==> config.mk <==
export PLATFORM = sky130hd
export DESIGN_NAME = jtframe_sdram_rq_flat
export DESIGN_NICKNAME = d
export VERILOG_FILES = /design/src/rtl/jtframe_sdram_rq_pkg.sv /design/src/rtl/jtframe_sdram_rq_if.sv /design/src/rtl/jtframe_sdram_rq_cache.sv /design/src/rtl/jtframe_sdram_rq.sv /design/src/flat_wrapper.sv
export SDC_FILE = /design/constraint.sdc
export NUM_CORES = 1
export LEC_CHECK = 0
export CAP_MARGIN = 10
export CORE_UTILIZATION = 57
export DETAILED_ROUTE_END_ITERATION = 8
export PLACE_DENSITY_LB_ADDON = 0.3
export SYNTH_ARGS = -nofsm -noshare
export SYNTH_HDL_FRONTEND = slang
export SYNTH_SLANG_ARGS = --single-unit
export TNS_END_PERCENT = 5
==> constraint.sdc <==
create_clock -name clk -period 3.55 [get_ports clk]
set_clock_uncertainty 0.15 [all_clocks]
set_input_delay 1.065 -clock clk [delete_from_list [all_inputs] [get_ports clk]]
set_output_delay 1.065 -clock clk [all_outputs]
set_load 0.05 [all_outputs]
==> src/rtl/jtframe_sdram_rq_pkg.sv <==
// rtl/jtframe_sdram_rq_pkg.sv - shared widths, data_read half ordering and FSM encoding for jtframe_sdram_rq
package jtframe_sdram_pkg;
  localparam int ADDR_W = 22;
  localparam int BANK_W = 2;
  localparam int TAG_W  = ADDR_W - 1;
  // data_read carries the even word in the low half and the odd word in the high half
  localparam int EVEN_LSB = 0;
  localparam int ODD_LSB  = 16;

  typedef enum logic [1:0] { ST_IDLE, ST_REQ, ST_WAIT } rq_state_t;
endpackage

==> src/rtl/jtframe_sdram_rq_if.sv <==
// rtl/jtframe_sdram_rq_if.sv - requester <-> SDRAM controller game-port handshake bundle
interface jtframe_sdram_rq_if;
  import jtframe_sdram_pkg::*;

  logic              read_req;
  logic [ADDR_W-1:0] sdram_addr;
  logic [BANK_W-1:0] sdram_bank;
  logic              sdram_rnw;
  logic [1:0]        sdram_wrmask;
  logic [15:0]       data_write;
  logic              sdram_ack;
  logic              data_rdy;
  logic [31:0]       data_read;

  modport master (
    output read_req, sdram_addr, sdram_bank, sdram_rnw, sdram_wrmask, data_write,
    input  sdram_ack, data_rdy, data_read
  );
  modport slave (
    input  read_req, sdram_addr, sdram_bank, sdram_rnw, sdram_wrmask, data_write,
    output sdram_ack, data_rdy, data_read
  );
endinterface

==> src/rtl/jtframe_sdram_rq_cache.sv <==
// rtl/jtframe_sdram_rq_cache.sv - 2-entry line cache with round-robin replacement and invalidation
module jtframe_sdram_rq_cache
  import jtframe_sdram_pkg::*;
(
  input  logic             clk,
  input  logic             rst_n,
  input  logic [TAG_W-1:0] lookup_tag,
  output logic             hit,
  output logic [31:0]      hit_data,
  input  logic             inv_all,
  input  logic             inv_one,
  input  logic [TAG_W-1:0] inv_tag,
  input  logic             fill,
  input  logic             fill_valid,
  input  logic [TAG_W-1:0] fill_tag,
  input  logic [31:0]      fill_data
);
  logic [1:0]       valid;
  logic [TAG_W-1:0] tag  [2];
  logic [31:0]      data [2];
  logic             lru;

  always_comb begin
    hit      = 1'b0;
    hit_data = data[0];
    for (int i = 0; i < 2; i++) begin
      if (valid[i] && tag[i] == lookup_tag) begin
        hit      = 1'b1;
        hit_data = data[i];
      end
    end
  end

  // the pointer advances on every fill, including fills that land invalid
  always_ff @(posedge clk or negedge rst_n) begin
    if (!rst_n) begin
      valid <= '0;
      lru   <= 1'b0;
      for (int i = 0; i < 2; i++) begin
        tag[i]  <= '0;
        data[i] <= '0;
      end
    end else begin
      if (inv_all) begin
        valid <= '0;
      end else if (inv_one) begin
        for (int i = 0; i < 2; i++)
          if (tag[i] == inv_tag) valid[i] <= 1'b0;
      end
      if (fill) begin
        valid[lru] <= fill_valid;
        tag[lru]   <= fill_tag;
        data[lru]  <= fill_data;
        lru        <= ~lru;
      end
    end
  end
endmodule

==> src/rtl/jtframe_sdram_rq.sv <==
// rtl/jtframe_sdram_rq.sv - cached ROM read requester for the SDRAM game port
// Optional writes enabled by defining JTFRAME_SDRAM_RQ_WRITE_EN.
module jtframe_sdram_rq
  import jtframe_sdram_pkg::*;
#(
  parameter int                AW     = 18,
  parameter int                DW     = 16,
  parameter logic [ADDR_W-1:0] OFFSET = 22'h0,
  parameter logic [BANK_W-1:0] BANK   = 2'd0
) (
  input  logic          clk,
  input  logic          rst_n,
  input  logic          game_cs,
  input  logic [AW-1:0] game_addr,
  output logic [DW-1:0] game_dout,
  output logic          game_ok,
  input  logic          clr,
  input  logic          game_we,
  input  logic [15:0]   game_din,
  input  logic [1:0]    game_wrmask,
  input  logic          loop_rst,
  jtframe_sdram_rq_if.master sdram
);
  rq_state_t         state, next;
  logic [ADDR_W-1:0] ga, wa, wsum, la, addr_r;
  logic [AW-1:0]     req_game, ok_addr;
  logic [DW-1:0]     dout_r;
  logic [31:0]       hit_data;
  logic              hit, hit_ok, inv, req_r, ok_r, clr_seen;
  logic              launch_rd, launch_wr, done, we_go, is_wr, wr_pulse;

  function automatic logic [DW-1:0] pick(input logic [31:0] line, input logic [AW-1:0] a);
    logic [31:0] sh;
    case (DW)
      8:       sh = line >> {a[1:0], 3'b000};
      16:      sh = a[0] ? (line >> ODD_LSB) : (line >> EVEN_LSB);
      default: sh = line;
    endcase
    return sh[DW-1:0];
  endfunction

  assign ga = ADDR_W'(game_addr);
  always_comb begin
    case (DW)
      8:       wa = ga >> 1;
      32:      wa = ga << 1;
      default: wa = ga;
    endcase
  end
  assign wsum   = wa + OFFSET;
  assign la     = {wsum[ADDR_W-1:1], 1'b0};
  assign inv    = clr | loop_rst;
  assign hit_ok = game_cs && hit && !inv;

  jtframe_sdram_rq_cache u_cache (
    .clk        (clk),
    .rst_n      (rst_n),
    .lookup_tag (la[ADDR_W-1:1]),
    .hit        (hit),
    .hit_data   (hit_data),
    .inv_all    (inv),
    .inv_one    (launch_wr),
    .inv_tag    (wsum[ADDR_W-1:1]),
    .fill       (done && !is_wr),
    .fill_valid (!clr_seen && !inv),
    .fill_tag   (addr_r[ADDR_W-1:1]),
    .fill_data  (sdram.data_read)
  );

  always_ff @(posedge clk or negedge rst_n) begin
    if (!rst_n) state <= ST_IDLE;
    else        state <= next;
  end

  always_comb begin
    next      = state;
    launch_rd = 1'b0;
    launch_wr = 1'b0;
    done      = 1'b0;
    case (state)
      ST_IDLE: begin
        if (we_go) begin
          launch_wr = 1'b1;
          next      = ST_REQ;
        end else if (game_cs && !hit_ok && !loop_rst) begin
          launch_rd = 1'b1;
          next      = ST_REQ;
        end
      end
      ST_REQ:  if (sdram.sdram_ack) next = ST_WAIT;
      ST_WAIT: if (sdram.data_rdy) begin
        done = 1'b1;
        next = ST_IDLE;
      end
      default: next = ST_IDLE;
    endcase
  end

  // a clr seen while a fill is outstanding poisons that fill and suppresses its game_ok
  always_ff @(posedge clk or negedge rst_n) begin
    if (!rst_n) begin
      req_r    <= 1'b0;
      addr_r   <= '0;
      req_game <= '0;
      clr_seen <= 1'b0;
      ok_r     <= 1'b0;
      ok_addr  <= '0;
      dout_r   <= '0;
    end else begin
      if (launch_rd || launch_wr) begin
        req_r    <= 1'b1;
        addr_r   <= launch_wr ? wsum : la;
        req_game <= game_addr;
        clr_seen <= 1'b0;
        ok_r     <= 1'b0;
      end else if (state == ST_REQ && sdram.sdram_ack) begin
        req_r <= 1'b0;
      end
      if (state != ST_IDLE && inv) clr_seen <= 1'b1;
      if (done) begin
        ok_r    <= !is_wr && !clr_seen && !inv;
        ok_addr <= req_game;
        dout_r  <= pick(sdram.data_read, req_game);
      end else if (state == ST_IDLE && !launch_rd && !launch_wr) begin
        ok_r <= hit_ok;
        if (hit_ok) begin
          ok_addr <= game_addr;
          dout_r  <= pick(hit_data, game_addr);
        end
      end
    end
  end

`ifdef JTFRAME_SDRAM_RQ_WRITE_EN
  logic        rnw_r;
  logic [15:0] wdata_r;
  logic [1:0]  wmask_r;
  assign we_go = game_we && (DW == 16) && !loop_rst;
  always_ff @(posedge clk or negedge rst_n) begin
    if (!rst_n) begin
      rnw_r    <= 1'b1;
      is_wr    <= 1'b0;
      wr_pulse <= 1'b0;
      wdata_r  <= '0;
      wmask_r  <= '0;
    end else begin
      wr_pulse <= done && is_wr;
      if (launch_wr) begin
        rnw_r   <= 1'b0;
        is_wr   <= 1'b1;
        wdata_r <= game_din;
        wmask_r <= game_wrmask;
      end else if (launch_rd) begin
        rnw_r   <= 1'b1;
        is_wr   <= 1'b0;
        wmask_r <= '0;
      end
    end
  end
  assign sdram.sdram_rnw    = rnw_r;
  assign sdram.data_write   = wdata_r;
  assign sdram.sdram_wrmask = wmask_r;
`else
  logic unused_wr;
  assign unused_wr          = ^{game_we, game_din, game_wrmask, wsum[0]};
  assign we_go              = 1'b0;
  assign is_wr              = 1'b0;
  assign wr_pulse           = 1'b0;
  assign sdram.sdram_rnw    = 1'b1;
  assign sdram.data_write   = '0;
  assign sdram.sdram_wrmask = '0;
`endif

  assign sdram.read_req   = req_r;
  assign sdram.sdram_addr = addr_r;
  assign sdram.sdram_bank = BANK;
  assign game_dout        = dout_r;
  assign game_ok          = (ok_r && game_cs && game_addr == ok_addr) || wr_pulse;
endmodule

==> src/flat_wrapper.sv <==
// flat-port wrapper written by rule: the top's interface ports become plain ports
module jtframe_sdram_rq_flat import jtframe_sdram_pkg::*;
#(
  parameter int                AW     = 18,
  parameter int                DW     = 16,
  parameter logic [ADDR_W-1:0] OFFSET = 22'h0,
  parameter logic [BANK_W-1:0] BANK   = 2'd0
)
  (clk, rst_n, game_cs, game_addr, game_dout, game_ok, clr, game_we, game_din, game_wrmask, loop_rst, sdram_read_req, sdram_sdram_addr, sdram_sdram_bank, sdram_sdram_rnw, sdram_sdram_wrmask, sdram_data_write, sdram_sdram_ack, sdram_data_rdy, sdram_data_read);
  jtframe_sdram_rq_if sdram_i ();
  input  logic clk;
  input  logic rst_n;
  input  logic game_cs;
  input  logic [AW-1:0] game_addr;
  output logic [DW-1:0] game_dout;
  output logic game_ok;
  input  logic clr;
  input  logic game_we;
  input  logic [15:0] game_din;
  input  logic [1:0] game_wrmask;
  input  logic loop_rst;
  output wire logic [$bits(sdram_i.read_req)-1:0] sdram_read_req;
  output wire logic [$bits(sdram_i.sdram_addr)-1:0] sdram_sdram_addr;
  output wire logic [$bits(sdram_i.sdram_bank)-1:0] sdram_sdram_bank;
  output wire logic [$bits(sdram_i.sdram_rnw)-1:0] sdram_sdram_rnw;
  output wire logic [$bits(sdram_i.sdram_wrmask)-1:0] sdram_sdram_wrmask;
  output wire logic [$bits(sdram_i.data_write)-1:0] sdram_data_write;
  input wire logic [$bits(sdram_i.sdram_ack)-1:0] sdram_sdram_ack;
  input wire logic [$bits(sdram_i.data_rdy)-1:0] sdram_data_rdy;
  input wire logic [$bits(sdram_i.data_read)-1:0] sdram_data_read;
  assign sdram_read_req = sdram_i.read_req;
  assign sdram_sdram_addr = sdram_i.sdram_addr;
  assign sdram_sdram_bank = sdram_i.sdram_bank;
  assign sdram_sdram_rnw = sdram_i.sdram_rnw;
  assign sdram_sdram_wrmask = sdram_i.sdram_wrmask;
  assign sdram_data_write = sdram_i.data_write;
  assign sdram_i.sdram_ack = sdram_sdram_ack;
  assign sdram_i.data_rdy = sdram_data_rdy;
  assign sdram_i.data_read = sdram_data_read;
  jtframe_sdram_rq #(.AW(AW), .DW(DW), .OFFSET(OFFSET), .BANK(BANK)) u_core (.clk(clk), .rst_n(rst_n), .game_cs(game_cs), .game_addr(game_addr), .game_dout(game_dout), .game_ok(game_ok), .clr(clr), .game_we(game_we), .game_din(game_din), .game_wrmask(game_wrmask), .loop_rst(loop_rst), .sdram(sdram_i));
endmodule
==> results of run 1 <==
[layout make-up]
class / instances / area (um2)
Tap cell: 176 / 220
Inverter: 2 / 7.51
Clock buffer: 26 / 499
Sequential cell: 158 / 3950
Clock inverter: 6 / 105
Timing Repair Buffer: 130 / 1250
Fill cell: 946 / 3770
Multi-Input combinational cell: 377 / 3440
[registers in the layout, summed over array words and instances, names as in the netlist]
signal,count
u_core.req_game,17
u_core.u_cache.data,64
u_core.sdram.sdram_addr,1
u_core.clr_seen,1
u_core.u_cache.valid,2
u_core.ok_r,1
u_core.u_cache.lru,1
u_core.u_cache.tag,34
u_core.sdram.read_req,1
u_core.ok_addr,18
u_core.state,2
u_core.game_dout,16
[layer usage]
| metal | vias up | routed length, um |
|---|---|---|
| li1 | 2236 | - |
| met1 | 2575 | 6740 |
| met2 | 126 | 9060 |
| met3 | 27 | 725 |
| met4 | 2 | 268 |
| met5 | - | 10 |
[worst min-delay path by stage]
| stage | start | to | slack (ns) | cells past startpoint |
|---|---|---|---|---|
| after global placement | u_core.sdram.read_req | u_core.sdram.read_req | 0.31 | 2 |
| final | u_core.ok_addr[12] | u_core.ok_addr[12] | 0.35 | 1 |
| after CTS | u_core.sdram.read_req | u_core.sdram.read_req | 0.35 | 2 |
| after global routing | u_core.u_cache.data[16] | u_core.u_cache.data[16] | 0.36 | 1 |
| after detailed placement | u_core.sdram.read_req | u_core.sdram.read_req | 0.33 | 2 |
| after floorplan | u_core.u_cache.lru | u_core.u_cache.lru | 0.32 | 1 |
[stage by stage]
stage	power, mW	setup WS, ns	TNS (ns)
2_1_floorplan	5.22	-0.0374	-0.0374
3_3_place_gp	5.87	-0.472	-0.472
3_5_place_dp	6.04	-0.517	-0.524
4_1_cts	7.95	0.00165	0
5_1_grt	8.28	-0.0679	-0.0679
6_report	7.90	0.0129	0
[cells by family (layout without fill, tap and decap cells)]
| logic type | Yosys count | after routing | share of synthesized area [%] |
|---|---|---|---|
| AOI/OAI and AO/OA | 60 | 60 | 6.73 |
| muxes | 180 | 180 | 25.2 |
| buffers and inverters | 78 | 164 | 6.69 |
| and+or+nand+nor | 58 | 58 | 4.02 |
| DFF | 158 | 158 | 51.2 |
| xor gates and xnor gates | 53 | 53 | 6.01 |
| other | 2 | 26 | 0.0973 |
[repair_timing]
action	in CTS	in global routing
pin swaps	14	0
resized for setup	34	6
setup endpoints to repair	1	1
[cell usage in the layout (no fill, tap or decap), types with 16 or more instances in the layout]
| master | n |
|---|---|
| conb_1 | 26 |
| a221o_1 | 16 |
| nor2_1 | 22 |
| clkdlybuf4s50_1 | 72 |
| mux2i_1 | 64 |
| dfrtp_1 | 158 |
| xnor2_1 | 29 |
| buf_4 | 35 |
| clkbuf_16 | 17 |
| a22o_1 | 18 |
| a21o_1 | 18 |
| xor2_1 | 17 |
| mux2_2 | 107 |
[report_power, final]
group	switching [mW]	internal (mW)
Clock	0.668	1.18
Sequential	0.629	2.64
Combinational	1.42	1.37
Total	2.71	5.18
==> results.sh, run 1 <==
export IMPL_cp_top_family="simple AND/OR/NAND/NOR gates"
export IMPL_startpoint="game_addr[4]"
export IMPL_outcome="finished, final reports clean"
export IMPL_critPathCapture="game_ok"
export IMPL_die_area_um2=14000
export IMPL_grt_pass1_vias=5349
export IMPL_numCtsBuffers=17
export IMPL_dieWidth_um=118
export IMPL_antenna_found_initial=1
export IMPL_first_iter_violations=179
export IMPL_synth_cells=589
export IMPL_grt_pass1_wl_um=27400
export IMPL_seq_area_frac_synth_pct=51.2
export IMPL_drc_errors=0
export IMPL_worstReg2RegEnd="u_core.req_game[12]"
export IMPL_p_per_area_nw_per_um2=834
export IMPL_max_freq_mhz=283
export IMPL_cts_root_buf="clkbuf_16"
export IMPL_cp_start_kind="input pin"
export IMPL_crit_buf_inv=2
export IMPL_wl_per_cell_um=19.2
export IMPL_cts_buffer_depth=2
export IMPL_drv_cap=0
export IMPL_core_area_um2=13200
export IMPL_max_slew_margin_rel_pct=23.5
export IMPL_reg2reg_setup_slack_ns=1.28
export IMPL_via_per_inst=5.68
export IMPL_placed_area_um2=8820
export IMPL_fin_hold_ws_ns=0.346
export IMPL_overflow=0
export IMPL_max_stage_delay_ns=0.30
export IMPL_areaGrowthSynthToFinish_pct=22.7
export IMPL_hold_class="flop to flop"
export IMPL_synth_area_top_cells="dfrtp_1, mux2_2, mux2i_1"
export IMPL_crit_type="input pin to primary output"
export IMPL_synth_cell_types=42
export IMPL_portBuffers=91
export IMPL_clock_sinks=158
export IMPL_synth_top_cell_area_share_pct=51.2
export IMPL_postCtsSetupBuffers=0
export IMPL_synth_edff_count=0
export IMPL_synth_top_area_cell="dfrtp_1"
export IMPL_arrival_ns=2.32
export IMPL_wl_um=16800
export IMPL_diodes=0
export IMPL_instances_no_fill=875
export IMPL_crit_chain="clkdlybuf4s15_2 -> xor2_2 -> nor4_2 -> nand3_1 -> nor4_4 -> buf_12"
export IMPL_finalSetupViolations=0
export IMPL_place_gp_congestion=0.822
export IMPL_globalRouteMet1Util_pct=30.1
export IMPL_start_util_pct=58.3
export IMPL_period_needed_ns=3.54
export IMPL_worstPathRequired_ns=2.33
export IMPL_cts_hold_buf=0
export IMPL_dp_cells=843
export IMPL_synth_seq_cells=158
export IMPL_die_h_um=118
export IMPL_final_area_um2=9470
export IMPL_ff2ff_path_depth=7
export IMPL_crit_slowest_cell="nor4_2"
export IMPL_synth_area_um2=7720
export IMPL_synthTopCellsByCount="dfrtp_1, mux2_2, mux2i_1, buf_4, xnor2_1"
export IMPL_ir_drop_v=0.000498
export IMPL_yosys_warnings=0
export IMPL_insertion_delay_ns=0.42
export IMPL_ant_nets=0
export IMPL_cts_tree="done"
export IMPL_drive_gt1_share_pct=28.8
export IMPL_slew_viol_final=0
export IMPL_fin_nets=762
export IMPL_rows=42
export IMPL_synthArstFlopShare_pct=100
export IMPL_rr_startpoint="u_core.u_cache.tag[9]"
export IMPL_synth_flop_cell="dfrtp_1"
export IMPL_yosysMostFrequentCell="dfrtp_1"
export IMPL_use_met3_pct=5.55
export IMPL_syn_mean_instance_area_um2=13.1
export IMPL_final_hold_violation_count=0
export IMPL_worst_pin_slew_ns=1.15
export IMPL_top_usage_layer="met2"
export IMPL_grt_total_usage_pct=25.8
export IMPL_htreeDepth=4
export IMPL_vias=4966
export IMPL_post_route_period_util_pct=99.6
export IMPL_endpoint_kind="primary output"
export IMPL_first_pass_iters=4
export IMPL_place_detailed_hpwl_um=11200
export IMPL_rsz0062_at_grt="yes"
export IMPL_cp_depth=6
export IMPL_clk_pin_slew_ns=0.06
export IMPL_grt_util_met2_pct=46.6
export IMPL_power_leakage_nw=4.43
export IMPL_fin_util_pct=71.5
export IMPL_pin_count=137
export IMPL_grt_max_degree=58
export IMPL_worstPathMaxFanout=2
Note: power is estimated with default switching activity, not from simulation.
==> run 2, diff against run 1 <==
--- a/config.mk
+++ b/config.mk
@@ -6,7 +6,7 @@
 export NUM_CORES = 1
 export LEC_CHECK = 0
 export CAP_MARGIN = 10
-export CORE_UTILIZATION = 57
+export CORE_UTILIZATION = 53
 export DETAILED_ROUTE_END_ITERATION = 8
 export PLACE_DENSITY_LB_ADDON = 0.3
 export SYNTH_ARGS = -nofsm -noshare
==> constraint.sdc (replaced) <==
create_clock -name clk -period 4 [get_ports clk]
set_clock_uncertainty 0.15 [all_clocks]
set_input_delay 1.2 -clock clk [delete_from_list [all_inputs] [get_ports clk]]
set_output_delay 1.2 -clock clk [all_outputs]
set_load 0.05 [all_outputs]
==> results.sh, run 2 (synthesis results as in run 1) <==
export IMPL_outcome="finished, final reports clean"
export IMPL_postCtsSetupBuffers=0
export IMPL_hold_class="flop to flop"
export IMPL_ir_drop_v=0.000517
export IMPL_insertion_delay_ns=0.42
export IMPL_wl_per_cell_um=19.2
export IMPL_clock_sinks=158
export IMPL_core_area_um2=14000
export IMPL_place_ws_ns=-0.291
export IMPL_wl_um=16700
export IMPL_vias=4845
export IMPL_largest_register_ff_count=64
export IMPL_seq_area_um2=3950
export IMPL_cp_start_kind="input pin"
export IMPL_max_stage_delay_ns=0.52
export IMPL_portBuffers=91
export IMPL_die_h_um=123
export IMPL_place_detailed_hpwl_um=10900
export IMPL_pin_count=137
export IMPL_crit_slowest_cell="clkdlybuf4s50_1"
export IMPL_cts_tree="done"
export IMPL_grt_max_degree=72
export IMPL_reg2reg_setup_slack_ns=1.56
export IMPL_slew_viol_final=0
export IMPL_start_util_pct=55.0
export IMPL_worst_slack_ns=0.0907
export IMPL_final_area_um2=9430
export IMPL_worst_pin_slew_ns=1.10
export IMPL_max_freq_mhz=256
export IMPL_max_slew_margin_rel_pct=26.5
export IMPL_finalSetupViolations=0
export IMPL_grt_pass1_vias=5303
export IMPL_cts_buffer_depth=2
export IMPL_htreeDepth=4
export IMPL_final_common_cell="dfrtp_1"
export IMPL_areaGrowthSynthToFinish_pct=22.2
export IMPL_numCtsBuffers=17
export IMPL_placed_area_um2=8710
export IMPL_multi_input_area_um2=3410
export IMPL_post_route_period_util_pct=97.7
export IMPL_fin_nets=754
export IMPL_die_area_um2=15100
export IMPL_rows=43
export IMPL_p_per_area_nw_per_um2=762
export IMPL_grt_total_usage_pct=23.9
export IMPL_fillCellCount=1034
export IMPL_dieWidth_um=123
export IMPL_crit_chain="clkdlybuf4s50_1 -> nand3_2 -> nor4_2 -> nand3_1 -> nor4_4 -> buf_12"
export IMPL_drv_cap=0
export IMPL_drc_errors=0
export IMPL_rsz0062_at_grt="no"
export IMPL_cts_hold_buf=0
export IMPL_endpoint_kind="primary output"
export IMPL_crit_type="input pin to primary output"
export IMPL_place_gp_congestion=0.778
export IMPL_layout_common_cells="dfrtp_1, mux2_2, clkdlybuf4s50_1"
export IMPL_reg_top3="u_core.u_cache.data: 64 flops, u_core.u_cache.tag: 34 flops, u_core.ok_addr: 18 flops"
export IMPL_arrival_ns=2.56
export IMPL_via_per_inst=5.56
export IMPL_fin_hold_ws_ns=0.345
export IMPL_cts_root_buf="clkbuf_16"
export IMPL_ant_nets=0
export IMPL_first_iter_violations=220
export IMPL_clk_pin_slew_ns=0.06
export IMPL_worstPathMaxFanout=2
export IMPL_overflow=0
export IMPL_first_pass_iters=4
export IMPL_power_leakage_nw=4.40
export IMPL_drive_gt1_share_pct=27.8
export IMPL_antenna_found_initial=1
export IMPL_fin_util_pct=67.2
export IMPL_period_needed_ns=3.91
export IMPL_grt_pass1_wl_um=26900
export IMPL_worstPathRequired_ns=2.65
export IMPL_final_hold_violation_count=0
export IMPL_largest_register="u_core.u_cache.data"
==> run 2: cell count changes in the layout (fill, tap and decap cells not counted), sizes merged <==
| cell | delta |
|---|---|
| buf | -8 |
| clkbuf | -6 |
| bufinv | +4 |
| clkdlybuf4s15 | -4 |
| clkdlybuf4s50 | +2 |
| dlygate4sd2 | +2 |
| clkinv | +1 |
| clkinvlp | +1 |
| diode | +1 |
==> run 2: path summary, 6_finish.rpt <==
kind,to,depth (start not counted),start
max in group asynchronous,u_core.u_cache.data[8],2,rst_n
setup reg to reg,u_core.game_dout[8],6,u_core.u_cache.tag[13]
hold reg to reg,u_core.ok_addr[16],1,u_core.ok_addr[16]
setup / recovery,game_ok,6,game_cs
min in group asynchronous,u_core.req_game[11],1,rst_n
hold / removal,u_core.ok_addr[16],1,u_core.ok_addr[16]
==> run 2: cell type report <==
type / instances / area share (%)
antenna: 1 / 0.0265
clock buffer: 20 / 4.84
clock inverter: 12 / 2.52
inverter: 2 / 0.0796
multi-input combinational: 377 / 36.1
sequential: 158 / 41.9
tap: 180 / 2.39
timing repair buffer: 122 / 12.1
==> run 2: per-stage QoR <==
step	TNS, ns	instances	power (mW)
after floorplan	0	613	4.62
after global placement	-0.328	839	5.18
after detailed placement	-0.291	839	5.31
after CTS	0	871	7.24
after global routing	0	871	7.56
final	0	872	7.19
==> run 2: repair_timing <==
action,in CTS,in global routing
endpoints found under the setup margin,1,1
gates resized for setup,28,1
pin swaps,11,1
==> run 2: power by group <==
| group | internal, mW | switching, mW | leakage, nW | total, mW |
|---|---|---|---|---|
| Clock | 1.26 | 0.629 | 0.340 | 1.89 |
| Combinational | 1.19 | 1.23 | 2.12 | 2.42 |
| Sequential | 2.34 | 0.539 | 1.94 | 2.88 |
==> run 2: routing by layer <==
metal | track usage (%) | vias to the layer above | part of all wire, %
li1 | - | 2217 | -
met1 | 28.8 | 2475 | 43
met2 | 42.2 | 134 | 52
met3 | 5.53 | 19 | 4.3
met4 | 7.62 | 0 | 1.4
met5 | 0 | - | 0
==> run 2: worst max-delay path, delay by kind of cell <==
family	cells	cell delay (ns)
simple gates	4	0.66
buf+inv	2	0.70
==> run 3, diff against run 2 <==
--- a/config.mk
+++ b/config.mk
@@ -9,6 +9,8 @@
 export CORE_UTILIZATION = 53
 export DETAILED_ROUTE_END_ITERATION = 8
 export PLACE_DENSITY_LB_ADDON = 0.3
+export SETUP_SLACK_MARGIN = 0.1
+export SLEW_MARGIN = 0
 export SYNTH_ARGS = -nofsm -noshare
 export SYNTH_HDL_FRONTEND = slang
 export SYNTH_SLANG_ARGS = --single-unit
==> results.sh, run 3 (synthesis results as in run 1) <==
export IMPL_pin_count=137
export IMPL_numCtsBuffers=17
export IMPL_arrival_ns=2.60
export IMPL_fillCellCount=1067
export IMPL_final_common_cell="dfrtp_1"
export IMPL_clk_pin_slew_ns=0.06
export IMPL_largest_register="u_core.u_cache.data"
export IMPL_insertion_delay_ns=0.42
export IMPL_diodes=0
export IMPL_hold_depth=2
export IMPL_outcome="finished, final reports clean"
export IMPL_crit_chain="dlygate4sd2_1 -> xor2_1 -> nor4_2 -> nand3_1 -> nor4_4 -> buf_12"
export IMPL_grt_total_usage_pct=24.0
export IMPL_layout_common_cells="dfrtp_1, mux2_2, clkdlybuf4s50_1"
export IMPL_clock_sinks=158
export IMPL_worstPathMaxFanout=2
export IMPL_cts_root_buf="clkbuf_16"
export IMPL_dp_cells=839
export IMPL_crit_slowest_cell="nor4_2"
export IMPL_max_freq_mhz=253
export IMPL_vias=4908
export IMPL_cts_buffer_depth=2
export IMPL_drv_cap=0
export IMPL_final_hold_violation_count=0
export IMPL_place_ws_ns=-0.421
export IMPL_worstReg2RegEnd="u_core.game_dout[14]"
export IMPL_worstPathRequired_ns=2.65
export IMPL_grt_pass1_vias=5122
export IMPL_place_gp_congestion=0.753
export IMPL_dieWidth_um=123
export IMPL_rows=43
export IMPL_cts_hold_buf=0
export IMPL_max_slew_margin_rel_pct=18.2
export IMPL_die_h_um=123
export IMPL_endpoint_kind="primary output"
export IMPL_drc_errors=0
export IMPL_period_needed_ns=3.95
export IMPL_via_per_inst=5.66
export IMPL_reg_top3="u_core.u_cache.data: 64 flops, u_core.u_cache.tag: 34 flops, u_core.ok_addr: 18 flops"
export IMPL_first_pass_iters=5
export IMPL_wl_per_cell_um=19.3
export IMPL_min_delay_start="u_core.sdram.read_req"
export IMPL_cts_tree="done"
export IMPL_ff2ff_path_depth=6
export IMPL_worst_slack_ns=0.0475
export IMPL_ant_nets=0
export IMPL_antenna_found_initial=1
export IMPL_overflow=0
export IMPL_instances_no_fill=867
export IMPL_hold_class="flop to flop"
export IMPL_reg2reg_setup_slack_ns=1.58
export IMPL_ir_drop_v=0.000531
export IMPL_portBuffers=91
export IMPL_max_stage_delay_ns=0.33
export IMPL_cp_start_kind="input pin"
export IMPL_first_iter_violations=271
export IMPL_rsz0062_at_grt="yes"
export IMPL_start_util_pct=55.0
export IMPL_areaGrowthSynthToFinish_pct=20.5
export IMPL_core_area_um2=14000
export IMPL_finalSetupViolations=0
export IMPL_die_area_um2=15100
export IMPL_post_route_period_util_pct=98.8
export IMPL_grt_max_degree=84
export IMPL_fin_nets=754
export IMPL_crit_buf_inv=2
export IMPL_place_detailed_hpwl_um=11000
export IMPL_slew_viol_final=0
export IMPL_p_per_area_nw_per_um2=725
export IMPL_rr_startpoint="u_core.u_cache.tag[13]"
export IMPL_largest_register_ff_count=64
export IMPL_fin_util_pct=66.2
export IMPL_power_leakage_nw=4.33
export IMPL_wl_um=16700
export IMPL_grt_pass1_wl_um=26700
export IMPL_worst_pin_slew_ns=1.23
export IMPL_fin_hold_ws_ns=0.338
export IMPL_min_to="u_core.sdram.read_req"
export IMPL_crit_type="input pin to primary output"
export IMPL_htreeDepth=4
export IMPL_postCtsSetupBuffers=0
export IMPL_cp_top_family="simple AND/OR/NAND/NOR gates"
export IMPL_drive_gt1_share_pct=26.9
==> run 3: cell count changes in the layout (fill, tap and decap cells not counted), sizes merged, moves of 2 or more <==
| cell | delta |
|---|---|
| clkbuf | +8 |
| clkdlybuf4s15 | -2 |
| clkinv | -2 |
| bufinv | -7 |
==> run 3: worst min-delay path, delay by kind of cell (launching register included) <==
| family | cells | cell delay [ns] |
|---|---|---|
| DFF | 1 | 0.35 |
| and+or+nand+nor | 2 | 0.10 |
==> run 3: through the flow <==
stage	setup TNS [ns]	total power, mW	instance area [um2]
after floorplan	0	4.62	7830
after global placement	-0.420	5.19	8750
after detailed placement	-0.421	5.33	8750
after CTS	0	6.77	9270
after global routing	-0.0515	7.09	9300
final	0	6.74	9300
==> run 3: layout make-up <==
cell class	instances	area [um2]	share of cell area, %
inverters	2	7.51	0.0807
repair buffers	122	1180	12.7
multi-input cells	377	3430	36.9
well taps	180	225	2.42
clock buffers	26	489	5.26
clock inverters	2	10.0	0.108
flip-flops and latches	158	3950	42.5
==> run 3: power by group <==
group          switching, mW  leakage (nW)  internal (mW)  total, mW
Combinational           1.23          2.15           1.21       2.44
Clock                  0.581         0.246          0.826       1.41
Sequential             0.557          1.94           2.34       2.90
==> run 3: what timing repair did <==
| item | 4_1_cts | 5_1_grt |
|---|---|---|
| endpoints found under the setup margin | 1 | 1 |
| resized for setup | 24 | 14 |
| pin swaps | 11 | 8 |
==> run 3: layer usage <==
metal / wire, um / track usage, % / up-vias / part of all wire, %
met5: 8 / 0 / - / 0.048
met4: 250 / 8.00 / 2 / 1.5
met3: 828 / 5.99 / 21 / 4.9
met2: 8820 / 42.5 / 132 / 53
met1: 6830 / 28.4 / 2543 / 41
li1: - / - / 2210 / -
==> run 3: how the worst max path moves through the flow <==
| stage | start | endpoint | slack, ns | cells past startpoint |
|---|---|---|---|---|
| after CTS | game_addr[1] | game_ok | 0.11 | 7 |
| after floorplan | game_addr[2] | game_ok | 0.10 | 6 |
| after global routing | game_addr[1] | game_ok | -0.05 | 7 |
| after global placement | game_addr[1] | game_ok | -0.42 | 7 |
| final | game_addr[9] | game_ok | 0.05 | 6 |
| after detailed placement | game_addr[2] | game_ok | -0.42 | 7 |
